### src/rtl/vdec1_sym_pack.sv
// Soft-symbol packer: four 6-bit lanes per 24-bit DIRAM word, written from a programmable base.
// Optional input saturation to [-32,31] is enabled by defining VDEC1_SYM_PACK_SAT_EN.
module vdec1_sym_pack #(
    parameter int SYM_IN_W = 8,
    parameter int ADDR_W   = 16
) (
    input  logic                clk,
    input  logic                rst_n,
    input  logic                start,
    input  logic [ADDR_W-1:0]   base_addr,
    input  logic [7:0]          sym_num,
    input  logic                sym_vld,
    input  logic [SYM_IN_W-1:0] sym_data,
    output logic                sym_rdy,
    output logic                diram_wr_req,
    input  logic                diram_wr_ack,
    output logic [ADDR_W-1:0]   diram_waddr,
    output logic [23:0]         diram_wdata,
    output logic                busy,
    output logic                done,
    output logic [6:0]          word_cnt
);

    typedef enum logic [1:0] {IDLE, FILL, WRITE, FIN} state_t;

    state_t      state, state_nxt;
    logic [7:0]  rem;
    logic [1:0]  lane;
    logic [23:0] pack, pack_nxt;
    logic [5:0]  lane_val;
    logic        accept, last_sym;

    assign accept   = sym_vld & sym_rdy;
    assign last_sym = (lane == 2'd3) || (rem == 8'd1);

`ifdef VDEC1_SYM_PACK_SAT_EN
    localparam logic signed [SYM_IN_W-1:0] SAT_MAX = SYM_IN_W'(31);
    localparam logic signed [SYM_IN_W-1:0] SAT_MIN = SYM_IN_W'(-32);

    always_comb begin
        if ($signed(sym_data) > SAT_MAX)
            lane_val = 6'h1F;
        else if ($signed(sym_data) < SAT_MIN)
            lane_val = 6'h20;
        else
            lane_val = sym_data[5:0];
    end
`else
    // Upstream guarantees in-range values, so the high bits carry only sign extension.
    logic sym_unused;
    assign sym_unused = ^sym_data;
    assign lane_val   = sym_data[5:0];
`endif

    // NOTE: every always_comb output gets a default first so no latch is inferred.
    always_comb begin
        pack_nxt = pack;
        case (lane)
            2'd0:    pack_nxt[5:0]   = lane_val;
            2'd1:    pack_nxt[11:6]  = lane_val;
            2'd2:    pack_nxt[17:12] = lane_val;
            default: pack_nxt[23:18] = lane_val;
        endcase
    end

    // NOTE: sequential state uses non-blocking assignments so all registers update together.
    always_ff @(posedge clk or negedge rst_n) begin
        if (!rst_n)
            state <= IDLE;
        else
            state <= state_nxt;
    end

    // A start in any state aborts the current frame and reloads the parameters.
    always_comb begin
        state_nxt = state;
        if (start) begin
            state_nxt = (sym_num != 8'd0) ? FILL : FIN;
        end else begin
            case (state)
                FILL:    if (accept && last_sym) state_nxt = WRITE;
                WRITE:   if (diram_wr_ack) state_nxt = (rem != 8'd0) ? FILL : FIN;
                FIN:     state_nxt = IDLE;
                default: state_nxt = IDLE;
            endcase
        end
    end

    always_comb begin
        sym_rdy      = (state == FILL);
        diram_wr_req = (state == WRITE);
        done         = (state == FIN);
        busy         = start | (state != IDLE);
    end

    always_ff @(posedge clk or negedge rst_n) begin
        if (!rst_n) begin
            diram_waddr <= '0;
            diram_wdata <= '0;
            word_cnt    <= '0;
            rem         <= '0;
            lane        <= '0;
            pack        <= '0;
        end else if (start) begin
            diram_waddr <= base_addr;
            rem         <= sym_num;
            lane        <= '0;
            pack        <= '0;
            word_cnt    <= '0;
        end else begin
            case (state)
                FILL: begin
                    if (accept) begin
                        pack <= pack_nxt;
                        lane <= lane + 2'd1;
                        rem  <= rem - 8'd1;
                        if (last_sym)
                            diram_wdata <= pack_nxt;
                    end
                end
                WRITE: begin
                    if (diram_wr_ack) begin
                        diram_waddr <= diram_waddr + ADDR_W'(1);
                        word_cnt    <= word_cnt + 7'd1;
                        pack        <= '0;
                        lane        <= '0;
                    end
                end
                default: ;
            endcase
        end
    end

endmodule
### config.mk
export PLATFORM = sky130hd
export DESIGN_NAME = vdec1_sym_pack
export DESIGN_NICKNAME = d
export VERILOG_FILES = /design/src/rtl/vdec1_sym_pack.sv
export SDC_FILE = /design/constraint.sdc
export NUM_CORES = 1
export LEC_CHECK = 0
export BUFFER_PORTS_ARGS = -buffer_cell sky130_fd_sc_hd__buf_2
export CORE_ASPECT_RATIO = 0.8
export CORE_MARGIN = 2
export CORE_UTILIZATION = 59
export DETAILED_ROUTE_END_ITERATION = 6
export PLACE_DENSITY_LB_ADDON = 0.12
export SLEW_MARGIN = 20
export SYNTH_ARGS = -nofsm -noshare
export SYNTH_HDL_FRONTEND = slang
export SYNTH_SLANG_ARGS = --single-unit
### constraint.sdc
create_clock -name clk -period 3.2 [get_ports clk]
set_input_delay 0.48 -clock clk [delete_from_list [all_inputs] [get_ports clk]]
set_output_delay 0.48 -clock clk [all_outputs]
set_load 0.02 [all_outputs]
* Yosys cells after proc, flatten, opt, wreduce, memory -nomap -nowiden
Index checks and enable logic that the tools add are counted.
Storage, ports and cells: flip-flop bits (word level) 83, bits of input ports 37, output and inout bits 51
Cells by class: $add $sub $neg 4, equality and inequality tests 10, mux-type cells 27, bitwise gates (word level) 3, reduce and logical (&&, ||, !) cells 17
Operator list (count):
- two-way mux 24 bit | 3
- two-way mux 16 bit | 3
- one-hot mux 24 bit (2 select lines) | 1
- two-way mux 6 bit | 4
- two-way mux 8 bit | 3
- two-way mux 7 bit | 3
- adder 16 x 1 -> 16 bit, second input constant | 1
- two-way mux 2 bit | 8
- nonzero test 8 bit | 2
- nonzero test 2 bit | 5
- inequality test 3 x 2 -> 1 bit, second input constant | 3
- == test 2 bit, second input constant | 4
- == test 8 x 1 -> 1 bit, second input constant | 1
- one-hot mux 2 bit (2 select lines) | 2
- subtractor 8 x 1 -> 8 bit, second input constant | 1
- adder 7 x 1 -> 7 bit, second input constant | 1
- AND reduction 2 bit | 3
- == test 2 x 1 -> 1 bit, second input constant | 2
- AND reduction 4 bit | 1
- AND reduction 3 bit | 1
- nonzero test 3 bit | 1
- OR reduction 3 bit | 1
- adder 2 x 1 -> 2 bit, second input constant | 1
- logical NOT 2 bit | 1
- other kinds (5) | 5

* Logic depth before layout (Yosys ltp)
word-level depth 6, depth in mapped cells 7, depth with buffers taken out 6

* Worst setup path before layout
OpenSTA, ideal clock, no wires.
path kind register to register, start register state[1], end register diram_wdata[10], arrival 1807 ps, path slack 1267 ps, stages on the path, launching flop included 7, path buffers 1, clock period less this slack 1933 ps, path through dfrtp_1 > inv_1 > ha_1 > nand2b_1 > nor3b_4 > buf_6 > mux2_4
Between the ends: longest elaborated chain between the ends 3
Ends and longest elaborated chain:
- from (decl) | RTL line 26 | state_t state, state_nxt;
- from (signal assigned) | RTL line 71 | state <= state_nxt;
- == test 2 x 1 -> 1 bit (*) | RTL line 90 | sym_rdy = (state == FILL);
- net sym_rdy | RTL line 14 | output logic sym_rdy,
- bitwise AND 1 bit | RTL line 33 | assign accept = sym_vld & sym_rdy;
- AND reduction 4 bit (no line) (*)
- to (signal assigned) | RTL line 118 | diram_wdata <= pack_nxt;
- to (decl) | RTL line 18 | output logic [23:0] diram_wdata,
The timed path passes the listed nets; every way through them passes the cells marked *. A chain may end at the register's enable or synchronous reset.

* Final worst setup path
start register state[0], end register diram_waddr[10]
Between the ends: longest elaborated chain between the ends 3
Ends and longest elaborated chain:
- == test 2 bit | RTL line 111 | case (state)
- nonzero test 2 bit (no line)
- AND reduction 2 bit (no line)
- to (signal assigned) | RTL line 105 | diram_waddr <= base_addr;
- to (signal assigned) | RTL line 123 | diram_waddr <= diram_waddr + ADDR_W'(1);
- to (decl) | RTL line 17 | output logic [ADDR_W-1:0] diram_waddr,
No other way between the ends.

==> impl_metrics.ini <==
[layout]
antenna-diode-count = 0
area_growth_pct = 17.22
layout_commonest_cell = buf_2
stdcell_area_sq_um = 4956
drive_above_1_share_pct = 34.51
finalNetCount = 498
final_cell_mix = buf_2, dfrtp_1, nand2_1

[timing]
period_needed_ps = 2213
min_period_over_period_pct = 69.16
tightest_slew_ps = 733.1
hold_viol = 0
whs_ps = 160.3
slew_viol_final = 0
rsz0062_at_grt = false
report.final.setup_viol = 0
setup_ws_ps = 987.0
fmax_mhz = 451.9
fin_worst_skew_ps = 10.01
slew_headroom_pct = 51.13
setup_tns_ps = 0

[synthesis]
synth_nets = 419
yosysWarnings = 0
synth_top_family_by_area = multiplexers
synth_edf_count = 0
yosys.area_share.adder_pct = 4.143
seq_area_frac_synth_pct = 49.13
synth-compound-area-share_pct = 10.03
async_flop_share_pct = 100.0
synth_xor_area_share_pct = 5.386
synthesis.area_sq_um = 4228
avgSynthCellArea_sq_um = 11.49
ys_ff_latch = 83
muxShareOfSynthArea_pct = 15.80
synthFlopType = dfrtp_1
ys_types = 41
netlist_instances = 368
synth-simple-area-share_pct = 12.46

[floorplanning]
dieArea_sq_um = 7863
core_sq_um = 6925
fp.dieW_um = 98.64
row_count = 27
ios = 88
die_y_um = 79.72
initial_utilization_pct = 61.05

[job]
drv_cap = 0

[worst_hold_path]
hold_class = in2async

[setup_path]
endpoint_kind = flop
worstSetupStartpointType = flop
worst-setup-path-type = reg2reg
slowest_delay_ps = 470
critical-path-top-delay-family = simple AND/OR/NAND/NOR gates
cp_max_fo = 15
critPathSlowestCell = ha_1
cp.arrival_ps = 2440
worst-path-buf-inv = 1
cp.required_ps = 3420
crit_chain = inv_1 > ha_1 > nand3_1 > nor4_1 > xnor2_1 > o21ai_0

[clock_network]
cts_buffers = 9
worst_skew_pair.late_latency_ps = 360
cts-root-buf = clkbuf_8
cts_setup_buffers = 0
ctsLongestPathBuffers = 2
htree_num_levels = 3
clkSinkCount = 83
cts_resized = 0
hold_buffers = 0
path_clk_slew_ps = 90
cts_tree = yes

[routing]
drc_errors = 0
first_pass_iters = 4
post_drt_wl_per_cell_um = 16.09
vias = 3044
viasPerCell = 5.647
ant_nets = 0
wirelength_mm = 8.673
first_iter_violations = 208

[global_route]
use_met3_pct = 5.254
grt_pass1_wl_mm = 14.49
grtUsageMet1_pct = 35.34
grt_use_total_pct = 23.51
grtUsageMet2_pct = 34.49
grt_antenna_before_repair = 0
grt-ovfl-total = 0
top_usage_layer = met1
grt_start_max_net_pins = 84
grt_pass1_vias = 2884

[power]
power_density_nw_per_um2 = 592.8
leakage_nw = 2.452
ir_drop_v = 0.0003372

[run_status]
outcome = finished, final reports clean

[placement]
place_area_sq_um = 4688
hpwl_mm = 6.097
io_buffer_count = 85
place_ws_ps = 1046
place_congestion = 0.8425
-- through the flow --
stage	std cells	util, %	power, mW
after floorplan	368	-	1.756
after global placement	523	67.70	1.947
after detailed placement	523	67.70	1.968
after CTS	539	71.51	2.959
after global routing	539	71.56	3.090
final	539	71.56	2.938
-- kinds of logic after synthesis --
family	count (synthesis)
AND/OR/NAND/NOR	102
flip-flops	83
AO/OA/AOI/OAI	61
multiplexers	53
buffers and inverters	29
XOR/XNOR	26
adder cells (fa/ha/maj)	14
-- state kept, by name (all words and copies together), names as in the netlist --
signal	count
diram_wdata	24
word_cnt	7
state	2
rem	8
diram_waddr	16
lane	2
pack	24
-- cell usage after synthesis, drive strengths merged, types with 3 or more instances --
library cell	count	area share, %
nand3	13	1.5
mux2	50	15
a22o	24	5.0
buf	9	1.3
xor2	11	2.3
nor3b	3	0.80
and2	5	0.74
clkbuf	10	0.89
dfrtp	83	49
mux2i	3	0.71
nand2b	3	0.44
inv	10	0.89
nand4	7	1.0
and3	3	0.44
nor2	16	1.4
nor3	10	1.6
o21ai	26	3.1
nor4	6	0.89
ha	14	4.1
a21oi	4	0.47
xnor2	15	3.1
nand2	32	2.8
-- routing by layer --
layer / vias up / wire [um] / part of all wire (%)
met5: - / 0 / 0
met4: 0 / 115 / 1.3
met3: 11 / 539 / 6.2
met2: 96 / 3899 / 45
met1: 1476 / 4119 / 47
li1: 1461 / - / -
-- power by group --
part	total, mW	internal (mW)	switching, mW
clock network	0.988	0.600	0.387
logic	0.712	0.297	0.415
registers	1.24	1.14	0.0936
total	2.94	2.04	0.896
-- layout make-up --
cell class / count / area [sq um]
inverters: 10 / 37.54
well taps: 87 / 108.9
clock buffers: 10 / 127.6
fillers: 535 / 1969
clock inverters: 6 / 136.4
multi-input cells: 256 / 2022
repair buffers: 87 / 446.7
flip-flops and latches: 83 / 2077
-- worst paths after layout --
kind	from	end	depth (start not counted)	slack [ps]
worst max-delay path	state[0]	diram_waddr[10]	6	990
worst min-delay path	rst_n	diram_wdata[14]	1	160
min in group clk	base_addr[15]	diram_waddr[15]	3	320
max in group asynchronous	rst_n	diram_waddr[10]	1	2540
worst max register to register	state[0]	diram_waddr[10]	6	990
worst min register to register	pack[7]	pack[7]	1	500
No activity file was read; power rests on OpenSTA's default activity.
